[src/rtl/alu_req_arbiter_if.sv]
`default_nettype none
// ============================================================================
// Module      : alu_req_arbiter_if
// Description : Bundle of the two client request ports, the arithmetic-unit
//               drive/return signals and the response port of the ALU
//               request arbiter. The slave view belongs to the arbiter; the
//               master view belongs to the surrounding clients and the
//               arithmetic unit.
// Revision    : 1.0 - initial release
// ============================================================================
interface alu_req_arbiter_if #(
  parameter int IN_WIDTH  = 8,
  parameter int OUT_WIDTH = 16
);

  // Client 0 request
  logic                 req0_valid;
  logic [IN_WIDTH-1:0]  req0_A;
  logic [IN_WIDTH-1:0]  req0_B;
  logic [1:0]           req0_fun;
  logic                 req0_ready;

  // Client 1 request
  logic                 req1_valid;
  logic [IN_WIDTH-1:0]  req1_A;
  logic [IN_WIDTH-1:0]  req1_B;
  logic [1:0]           req1_fun;
  logic                 req1_ready;

  // Arithmetic unit side
  logic [IN_WIDTH-1:0]  alu_A;
  logic [IN_WIDTH-1:0]  alu_B;
  logic [1:0]           alu_fun;
  logic                 alu_enable;
  logic [OUT_WIDTH-1:0] alu_out;
  logic                 alu_carry;
  logic                 alu_flag;

  // Response port
  logic                 rsp_valid;
  logic                 rsp_ready;
  logic                 rsp_id;
  logic [OUT_WIDTH-1:0] rsp_out;
  logic                 rsp_carry;
  logic                 rsp_err;

  // Status
  logic                 busy;

  // Arbiter view
  modport slave (
    input  req0_valid, req0_A, req0_B, req0_fun,
    input  req1_valid, req1_A, req1_B, req1_fun,
    input  alu_out, alu_carry, alu_flag,
    input  rsp_ready,
    output req0_ready, req1_ready,
    output alu_A, alu_B, alu_fun, alu_enable,
    output rsp_valid, rsp_id, rsp_out, rsp_carry, rsp_err,
    output busy
  );

  // Client / arithmetic-unit view
  modport master (
    output req0_valid, req0_A, req0_B, req0_fun,
    output req1_valid, req1_A, req1_B, req1_fun,
    output alu_out, alu_carry, alu_flag,
    output rsp_ready,
    input  req0_ready, req1_ready,
    input  alu_A, alu_B, alu_fun, alu_enable,
    input  rsp_valid, rsp_id, rsp_out, rsp_carry, rsp_err,
    input  busy
  );

endinterface
`default_nettype wire

[src/rtl/alu_req_arbiter.sv]
`default_nettype none
// ============================================================================
// Module      : alu_req_arbiter
// Description : Round-robin arbiter and sequencer for two clients sharing a
//               registered 8/16-bit arithmetic unit. Each accepted request is
//               issued to the unit for exactly one cycle, its registered
//               result is captured, and it is returned to the issuing client
//               through a valid/ready response port.
// Revision    : 1.0 - initial release
// ============================================================================
module alu_req_arbiter #(
  parameter int IN_WIDTH  = 8,
  parameter int OUT_WIDTH = 16
) (
  input  logic             clk,
  input  logic             RST,
  alu_req_arbiter_if.slave bus
);

  // --------------------------------------------------------------------------
  // Constants and state encoding
  // --------------------------------------------------------------------------
  localparam logic [1:0] c_fun_div = 2'b11;

  typedef enum logic [1:0] {
    ST_IDLE    = 2'd0,
    ST_ISSUE   = 2'd1,
    ST_CAPTURE = 2'd2,
    ST_RESP    = 2'd3
  } state_t;

  state_t               r_state;
  state_t               w_next_state;

  // Round-robin history: id of the most recently granted client.
  // Resets to 1 so that client 0 wins the first contended grant.
  logic                 r_last_grant;

  // Operation registers, loaded on the request handshake
  logic [IN_WIDTH-1:0]  r_op_a;
  logic [IN_WIDTH-1:0]  r_op_b;
  logic [1:0]           r_op_fun;
  logic                 r_op_id;
  logic                 r_op_err;

  // Response registers, loaded in CAPTURE
  logic [OUT_WIDTH-1:0] r_rsp_out;
  logic                 r_rsp_carry;
  logic                 r_rsp_err;

  // Grant decode
  logic                 w_grant0;
  logic                 w_grant1;
  logic                 w_accept;
  logic [IN_WIDTH-1:0]  w_sel_a;
  logic [IN_WIDTH-1:0]  w_sel_b;
  logic [1:0]           w_sel_fun;
  logic                 w_sel_div0;

  // --------------------------------------------------------------------------
  // Grant selection: a lone requester wins outright; on contention the client
  // that was not granted last time wins, giving strict alternation.
  // --------------------------------------------------------------------------
  always_comb begin
    w_grant0 = bus.req0_valid & (~bus.req1_valid |  r_last_grant);
    w_grant1 = bus.req1_valid & (~bus.req0_valid | ~r_last_grant);
  end

  // Handshake can only happen in IDLE; grants are mutually exclusive so a
  // simple mux on w_grant1 picks the winning operands.
  assign w_accept   = (r_state == ST_IDLE) & (w_grant0 | w_grant1);
  assign w_sel_a    = w_grant1 ? bus.req1_A   : bus.req0_A;
  assign w_sel_b    = w_grant1 ? bus.req1_B   : bus.req0_B;
  assign w_sel_fun  = w_grant1 ? bus.req1_fun : bus.req0_fun;
  assign w_sel_div0 = (w_sel_fun == c_fun_div) && (w_sel_b == '0);

  // --------------------------------------------------------------------------
  // State register; reset drops every in-flight operation immediately
  // --------------------------------------------------------------------------
  always_ff @(posedge clk or negedge RST) begin
    if (!RST) begin
      r_state <= ST_IDLE;
    end else begin
      r_state <= w_next_state;
    end
  end

  // --------------------------------------------------------------------------
  // Next-state and state-decoded outputs
  // --------------------------------------------------------------------------
  always_comb begin
    w_next_state   = r_state;
    bus.req0_ready = 1'b0;
    bus.req1_ready = 1'b0;
    bus.alu_enable = 1'b0;
    bus.rsp_valid  = 1'b0;
    case (r_state)
      ST_IDLE: begin
        bus.req0_ready = w_grant0;
        bus.req1_ready = w_grant1;
        if (w_grant0 | w_grant1) begin
          w_next_state = ST_ISSUE;
        end
      end
      ST_ISSUE: begin
        // The unit sees exactly one enable cycle per accepted operation
        bus.alu_enable = 1'b1;
        w_next_state   = ST_CAPTURE;
      end
      ST_CAPTURE: begin
        w_next_state = ST_RESP;
      end
      ST_RESP: begin
        bus.rsp_valid = 1'b1;
        if (bus.rsp_ready) begin
          w_next_state = ST_IDLE;
        end
      end
      default: begin
        w_next_state = ST_IDLE;
      end
    endcase
  end

  // --------------------------------------------------------------------------
  // Operation registers and round-robin history, loaded on handshake
  // --------------------------------------------------------------------------
  always_ff @(posedge clk or negedge RST) begin
    if (!RST) begin
      r_op_a       <= '0;
      r_op_b       <= '0;
      r_op_fun     <= 2'b00;
      r_op_id      <= 1'b0;
      r_op_err     <= 1'b0;
      r_last_grant <= 1'b1;
    end else if (w_accept) begin
      r_op_a       <= w_sel_a;
      r_op_b       <= w_sel_b;
      r_op_fun     <= w_sel_fun;
      r_op_id      <= w_grant1;
      r_op_err     <= w_sel_div0;
      r_last_grant <= w_grant1;
    end
  end

  // --------------------------------------------------------------------------
  // Result capture one cycle after the enable pulse. A missing result flag at
  // this point means the unit and the sequencer disagree on timing, which is
  // reported through rsp_err rather than silently returning stale data.
  // --------------------------------------------------------------------------
  always_ff @(posedge clk or negedge RST) begin
    if (!RST) begin
      r_rsp_out   <= '0;
      r_rsp_carry <= 1'b0;
      r_rsp_err   <= 1'b0;
    end else if (r_state == ST_CAPTURE) begin
      r_rsp_out   <= bus.alu_out;
      r_rsp_carry <= bus.alu_carry;
      r_rsp_err   <= r_op_err | ~bus.alu_flag;
    end
  end

  // --------------------------------------------------------------------------
  // Output drive: the unit always sees the op registers (don't-care while the
  // enable is low); response fields are held in registers throughout RESP.
  // --------------------------------------------------------------------------
  assign bus.alu_A     = r_op_a;
  assign bus.alu_B     = r_op_b;
  assign bus.alu_fun   = r_op_fun;
  assign bus.rsp_id    = r_op_id;
  assign bus.rsp_out   = r_rsp_out;
  assign bus.rsp_carry = r_rsp_carry;
  assign bus.rsp_err   = r_rsp_err;
  assign bus.busy      = (r_state != ST_IDLE);

endmodule
`default_nettype wire

[src/flat_wrapper.sv]
// flat-port wrapper written by rule: the top's interface ports become plain ports
module alu_req_arbiter_flat 
#(
  parameter int IN_WIDTH  = 8,
  parameter int OUT_WIDTH = 16
)
  (clk, RST, bus_req0_valid, bus_req0_A, bus_req0_B, bus_req0_fun, bus_req1_valid, bus_req1_A, bus_req1_B, bus_req1_fun, bus_alu_out, bus_alu_carry, bus_alu_flag, bus_rsp_ready, bus_req0_ready, bus_req1_ready, bus_alu_A, bus_alu_B, bus_alu_fun, bus_alu_enable, bus_rsp_valid, bus_rsp_id, bus_rsp_out, bus_rsp_carry, bus_rsp_err, bus_busy);
  alu_req_arbiter_if #(.IN_WIDTH(IN_WIDTH), .OUT_WIDTH(OUT_WIDTH)) bus_i ();
  input  logic clk;
  input  logic RST;
  input wire logic [$bits(bus_i.req0_valid)-1:0] bus_req0_valid;
  input wire logic [$bits(bus_i.req0_A)-1:0] bus_req0_A;
  input wire logic [$bits(bus_i.req0_B)-1:0] bus_req0_B;
  input wire logic [$bits(bus_i.req0_fun)-1:0] bus_req0_fun;
  input wire logic [$bits(bus_i.req1_valid)-1:0] bus_req1_valid;
  input wire logic [$bits(bus_i.req1_A)-1:0] bus_req1_A;
  input wire logic [$bits(bus_i.req1_B)-1:0] bus_req1_B;
  input wire logic [$bits(bus_i.req1_fun)-1:0] bus_req1_fun;
  input wire logic [$bits(bus_i.alu_out)-1:0] bus_alu_out;
  input wire logic [$bits(bus_i.alu_carry)-1:0] bus_alu_carry;
  input wire logic [$bits(bus_i.alu_flag)-1:0] bus_alu_flag;
  input wire logic [$bits(bus_i.rsp_ready)-1:0] bus_rsp_ready;
  output wire logic [$bits(bus_i.req0_ready)-1:0] bus_req0_ready;
  output wire logic [$bits(bus_i.req1_ready)-1:0] bus_req1_ready;
  output wire logic [$bits(bus_i.alu_A)-1:0] bus_alu_A;
  output wire logic [$bits(bus_i.alu_B)-1:0] bus_alu_B;
  output wire logic [$bits(bus_i.alu_fun)-1:0] bus_alu_fun;
  output wire logic [$bits(bus_i.alu_enable)-1:0] bus_alu_enable;
  output wire logic [$bits(bus_i.rsp_valid)-1:0] bus_rsp_valid;
  output wire logic [$bits(bus_i.rsp_id)-1:0] bus_rsp_id;
  output wire logic [$bits(bus_i.rsp_out)-1:0] bus_rsp_out;
  output wire logic [$bits(bus_i.rsp_carry)-1:0] bus_rsp_carry;
  output wire logic [$bits(bus_i.rsp_err)-1:0] bus_rsp_err;
  output wire logic [$bits(bus_i.busy)-1:0] bus_busy;
  assign bus_i.req0_valid = bus_req0_valid;
  assign bus_i.req0_A = bus_req0_A;
  assign bus_i.req0_B = bus_req0_B;
  assign bus_i.req0_fun = bus_req0_fun;
  assign bus_i.req1_valid = bus_req1_valid;
  assign bus_i.req1_A = bus_req1_A;
  assign bus_i.req1_B = bus_req1_B;
  assign bus_i.req1_fun = bus_req1_fun;
  assign bus_i.alu_out = bus_alu_out;
  assign bus_i.alu_carry = bus_alu_carry;
  assign bus_i.alu_flag = bus_alu_flag;
  assign bus_i.rsp_ready = bus_rsp_ready;
  assign bus_req0_ready = bus_i.req0_ready;
  assign bus_req1_ready = bus_i.req1_ready;
  assign bus_alu_A = bus_i.alu_A;
  assign bus_alu_B = bus_i.alu_B;
  assign bus_alu_fun = bus_i.alu_fun;
  assign bus_alu_enable = bus_i.alu_enable;
  assign bus_rsp_valid = bus_i.rsp_valid;
  assign bus_rsp_id = bus_i.rsp_id;
  assign bus_rsp_out = bus_i.rsp_out;
  assign bus_rsp_carry = bus_i.rsp_carry;
  assign bus_rsp_err = bus_i.rsp_err;
  assign bus_busy = bus_i.busy;
  alu_req_arbiter #(.IN_WIDTH(IN_WIDTH), .OUT_WIDTH(OUT_WIDTH)) u_core (.clk(clk), .RST(RST), .bus(bus_i));
endmodule
[config.mk]
export PLATFORM = sky130hd
export DESIGN_NAME = alu_req_arbiter_flat
export DESIGN_NICKNAME = d
export VERILOG_FILES = /design/src/rtl/alu_req_arbiter_if.sv /design/src/rtl/alu_req_arbiter.sv /design/src/flat_wrapper.sv
export SDC_FILE = /design/constraint.sdc
export NUM_CORES = 1
export LEC_CHECK = 0
export ABC_AREA = 1
export CAP_MARGIN = 20
export CORE_MARGIN = 2
export CORE_UTILIZATION = 40
export CTS_BUF_LIST = sky130_fd_sc_hd__clkbuf_8
export DETAILED_ROUTE_END_ITERATION = 10
export GPL_TIMING_DRIVEN = 0
export PLACE_DENSITY = 0.81
export SLEW_MARGIN = 10
export SYNTH_ARGS = -nofsm -noshare
export SYNTH_HDL_FRONTEND = slang
export SYNTH_SLANG_ARGS = --single-unit
export TNS_END_PERCENT = 1
[constraint.sdc]
create_clock -name clk -period 1.55 [get_ports clk]
set_input_delay 0.2325 -clock clk [delete_from_list [all_inputs] [get_ports clk]]
set_output_delay 0.2325 -clock clk [all_outputs]
set_load 0.01 [all_outputs]
# After elaboration in Yosys (flattened, before gate mapping)
# Cells that the tools add are included.
[word_totals]
reg_bits = 41
latch_bits = 0
mem_bits_rw = 0
rom_bits = 0
output_inout_bits = 42
wordCells = 42
n_memories = 0
[classes]
addsub = 0
multipliers = 0
n_div = 0
n_lt_le_gt_ge = 0
eq_ne = 6
shifts = 0
mux = 10
bitwise = 11
n_reduce_logical = 5
[ops]
columns = ["cell", "n"]
rows = [
  ["$mux 8", 2],
  ["$logic_not 8->1", 1],
  ["$pmux 2 s4", 1],
  ["$eq 2x2->1 const B", 3],
  ["$mux 2", 3],
  ["$mux 1", 4],
  ["$ne 2x2->1 const B", 2],
  ["$not 1->1", 4],
  ["$or 1x1->1", 4],
  ["$and 1x1->1", 3],
  ["$eq 2x1->1 const B", 1],
  ["$logic_not 2->1", 1],
  ["$reduce_and 2->1", 1],
  ["$reduce_bool 2->1", 1],
  ["$logic_and 1x1->1", 1],
]

# Logic depth before layout (Yosys ltp)
[logic_depth]
ltp_word = 6
mapped_depth = 9
mapped_depth_nobuf = 8

# Worst setup path before layout
# Ideal clock, no wire load.
[synth_path]
path_type = "register to register"
start = "register u_core.r_state[0]"
end = "register u_core.r_rsp_carry, in the netlist u_core.bus.rsp_carry"
setup_ns = 0.125
arrival_ns = 1.173
required_ns = 1.425
slack_ns = 0.252
path_stages_with_launch = 5
n_path_buf = 1
cell_sequence = "dfrtp_1 inv_1 ha_1 buf_2 mux2_2"
[synth_between]
elab_chain_cells = 1
[synth_lines]
columns = ["item", "line", "source"]
rows = [
  ["start, declared", "alu_req_arbiter.sv:32", "state_t r_state;"],
  ["start signal, assigned", "alu_req_arbiter.sv:84", "r_state <= w_next_state;"],
  ["$eq 2x2->1", "alu_req_arbiter.sv:156", "end else if (r_state == ST_CAPTURE) begin"],
  ["end signal, assigned", "alu_req_arbiter.sv:158", "r_rsp_carry <= bus.alu_carry;"],
  ["end, declared", "alu_req_arbiter.sv:48", "logic r_rsp_carry;"],
]
# Every way passes these cells.
# A chain may end at the register's enable or synchronous reset.

# Worst setup path in the final report
[layout_path]
start = "input bus_req1_valid"
end = "output bus_req1_ready"
[layout_between]
elab_chain_cells = 2
[layout_lines]
columns = ["item", "line", "source"]
rows = [
  ["start, declared", "flat_wrapper.sv:15", "input wire logic [$bits(bus_i.req1_valid)-1:0] bus_req1_valid;"],
  ["$and 1x1->1", "alu_req_arbiter.sv:66", "w_grant1 = bus.req1_valid & (~bus.req0_valid | ~r_last_grant);"],
  ["$mux 1", "alu_req_arbiter.sv:97", "case (r_state)"],
  ["end, declared", "flat_wrapper.sv:24", "output wire logic [$bits(bus_i.req1_ready)-1:0] bus_req1_ready;"],
]
# Every way passes these cells.

==> impl_results.md <==
* Run status: finished with violations
* Failing checks: negative setup slack
* TritonCTS buffer count at 5
* Hold Path Depth at 4
* Clock Pin Slew Worst Setup and Hold Paths at 0.08 ns
* Vias per cell at 4.61
* Detailed Place HPWL at 3.67 mm
* Yosys cell types at 19
* Max incr delay on CP at 0.52 ns
* R2R depth at 10
* Worst path slowest cell: clkdlybuf4s50_1
* CTS tree: yes
* Width of the die at 73.9 um
* Slew Limit Headroom at 69.2%
* Largest family of logic cells by synthesized area: simple AND/OR/NAND/NOR gates
* N_diodes at 0
* Synth-to-Final Area Change at 65.4%
* Critical Path Source Type: primary input
* Antenna violations before repair at 0
* Worst-path maximum fanout at 3
* H-tree depth at 2
* Min cycle time layout at 1.56 ns
* Cell family with most CP delay: buffers and inverters
* Pins Over Slew Limit at 0
* Sink Count at 41
* DIE AREA at 5470 sq um
* # DRC at 0
* Initial DRC count at 50
* Placed cell count at 369
* Power density over cell area at 1750 nW/um^2
* Buffer and inverter count on the worst path at 4
* Nets at 382
* Placement Cell Area at 3060 sq um
* Initial Utilization at 41.4%
* Final period utilization at 100%
* # Max-Cap Violations at 0
* Layout cells sized above 1 at 20.4%
* RSZ-0062 raised after global routing: true
* First-pass DRT Iterations at 4
* Clk root buf: clkbuf_8
* Clock Latency Late Sink at 0.29 ns
* Final global-route overflow total at 0
* Compound-Gate Fraction of Synth Area at 6.84%
* Simple-gate area share of the yosys netlist at 20.3%
* Rows at 25
* Final WL at 4.89 mm
* Core area at 4720 sq um
* # setup viols final at 1
* Final ANT Viol Nets at 0
* Sequential area share after synthesis at 52.5%
* Power, Total at 5660 uW
* Final-report hold violation count at 0
* #FFs+latches synth at 41
* Die Height at 73.9 um
* Mux share of post-synthesis cell area at 9.78%
* Final cell count without fillers at 386
* Worst setup EP type: primary output
* Placer Congestion at 0.880
* DR vias at 1781
* Vias in the first global route at 1684
* CP Data Required Time at 1.32 ns
* Clock buffer depth at 2
* Min Hold Slack at 0.444 ns
* Post-Syn Nets at 265
* Actual slew at the worst max-slew pin at 0.461 ns
* Warnings from Yosys at 0
* Avg Cell Area, Syn at 9.74 sq um
* Mapped Area at 1960 sq um
* First-pass GRT wire length at 7.71 mm
* Critical path class: in -> out
* Setup Skew at 0.00672 ns
* CP arrival at 1.32 ns
* Maximum VDD drop at 0.751 mV
* FMAX at 643 MHz
* Crit path depth at 6
* Synth Area in Adders at 3.20%
* WL/cell at 12.7 um
* Global-route usage over all layers at 18.5%
* Critical path, cell by cell: clkdlybuf4s50_1 > buf_6 > nand2_4 > buf_12 > nor2_2 > buf_2
* Final Cell Area at 3240 sq um
* Hold Crit Class: in -> reg
* Setup ws final at -0.00572 ns
* Post-synthesis xor/xnor area fraction at 0%
* Port Buffer Count at 100
* Mapped Cells at 201
* Num ports at 101
* Final Util at 68.5%
* Pin count of the biggest net entering global routing at 26
* Leakage at 0.00147 uW
[Yosys cell counts, drive strengths merged]
library cell  number  area share (%)
nand3             14             3.6
inv               17             3.4
mux2              17             9.8
nand2             50              11
dfrtp             40              51
buf               10             4.0
o21ai              9             2.3
o21a               1            0.38
a31oi             12             3.8
o22ai              1            0.32
nor2              18             3.5
ha                 5             3.2
nand3b             6             2.3
dfstp              1             1.3
[worst min-delay path: stages]
cell and delay [ns]:
dlymetal6s2s_1 0.19, nand2_2 0.10, nor2_2 0.12, o21ai_0 0.09
[flip-flops by register name, indices dropped and copies added (netlist names)]
signal / flops
u_core.bus.alu_A: 8
u_core.bus.alu_B: 8
u_core.bus.alu_fun: 2
u_core.bus.rsp_carry: 1
u_core.bus.rsp_err: 1
u_core.bus.rsp_id: 1
u_core.bus.rsp_out: 16
u_core.r_last_grant: 1
u_core.r_op_err: 1
u_core.r_state: 2
[stage by stage]
step           setup TNS, ns  setup WS [ns]
2_1_floorplan              0          0.252
3_3_place_gp          -33.61         -0.762
3_5_place_dp           -3.55         -0.611
4_1_cts               -0.361         -0.157
5_1_grt               -0.116        -0.0725
6_report            -0.00572       -0.00572
[area by class of cell]
| cell class | instances | area, sq um |
|---|---|---|
| tap | 67 | 83.8 |
| multi-input combinational | 133 | 808 |
| sequential | 41 | 1030 |
| fill | 371 | 1490 |
| inverter | 17 | 66.3 |
| clock buffer | 5 | 68.8 |
| timing repair buffer | 111 | 1090 |
| clock inverter | 3 | 13.8 |
| buffer | 9 | 77.6 |
[routing by layer]
layer | GRT usage [%] | vias to the layer above | share of wire [%]
met5 | 0 | - | 0
met4 | 6.67 | 0 | 2.6
met3 | 6.50 | 13 | 9.0
met2 | 30.6 | 84 | 46
met1 | 22.5 | 792 | 43
li1 | - | 892 | -
[cells by family (layout without fill, tap and decap cells)]
kind of cell | Yosys count | count (layout)
AND/OR/NAND/NOR | 88 | 88
AO/OA/AOI/OAI | 23 | 23
buffers and inverters | 27 | 145
flip-flops | 41 | 41
adder cells (fa/ha/maj) | 5 | 5
multiplexers | 17 | 17
[cells in the final DEF, fill, tap and decap left out, types with 2 or more instances in the layout]
master | Yosys | final
a31oi_1 | 12 | 12
buf_12 | 0 | 2
buf_2 | 5 | 7
buf_4 | 1 | 9
buf_6 | 4 | 2
clkbuf_2 | 0 | 3
clkbuf_8 | 0 | 5
clkdlybuf4s50_1 | 0 | 93
clkinv_2 | 0 | 2
dfrtp_1 | 40 | 40
ha_1 | 5 | 4
inv_1 | 16 | 13
inv_2 | 0 | 4
mux2_2 | 17 | 17
nand2_1 | 45 | 43
nand2_2 | 2 | 4
nand2_4 | 3 | 3
nand3_1 | 14 | 14
nand3b_1 | 6 | 6
nor2_1 | 18 | 16
nor2_2 | 0 | 2
o21ai_0 | 9 | 9
[path summary, 6_finish.rpt]
| check | end | startpoint | slack [ns] |
|---|---|---|---|
| worst max-delay path | bus_req1_ready | bus_req1_valid | -0.006 |
| worst min-delay path | u_core.r_last_grant | bus_req0_valid | 0.44 |
| worst max register to register | u_core.r_op_err | u_core.r_last_grant | 0.01 |
| worst min register to register | u_core.bus.rsp_id | u_core.bus.rsp_id | 0.49 |
| max in group asynchronous | u_core.bus.alu_A[2] | RST | 0.63 |
| min in group asynchronous | u_core.bus.rsp_id | RST | 0.45 |
[repair_timing]
item	in CTS	in global routing
setup buffers	1	8
gates resized for setup	18	16
pin swaps	0	4
cloned	0	0
setup endpoints to repair	5	14
hold endpoints to repair	15	0
hold buffers	1	0
[power breakdown]
part | switching, uW | internal [uW] | leakage [uW] | total (uW)
Clock | 355 | 305 | 0.0000491 | 661
Combinational | 1330 | 1770 | 0.000948 | 3100
Sequential | 286 | 1620 | 0.000478 | 1910
No activity file was read; power rests on OpenSTA's default activity.
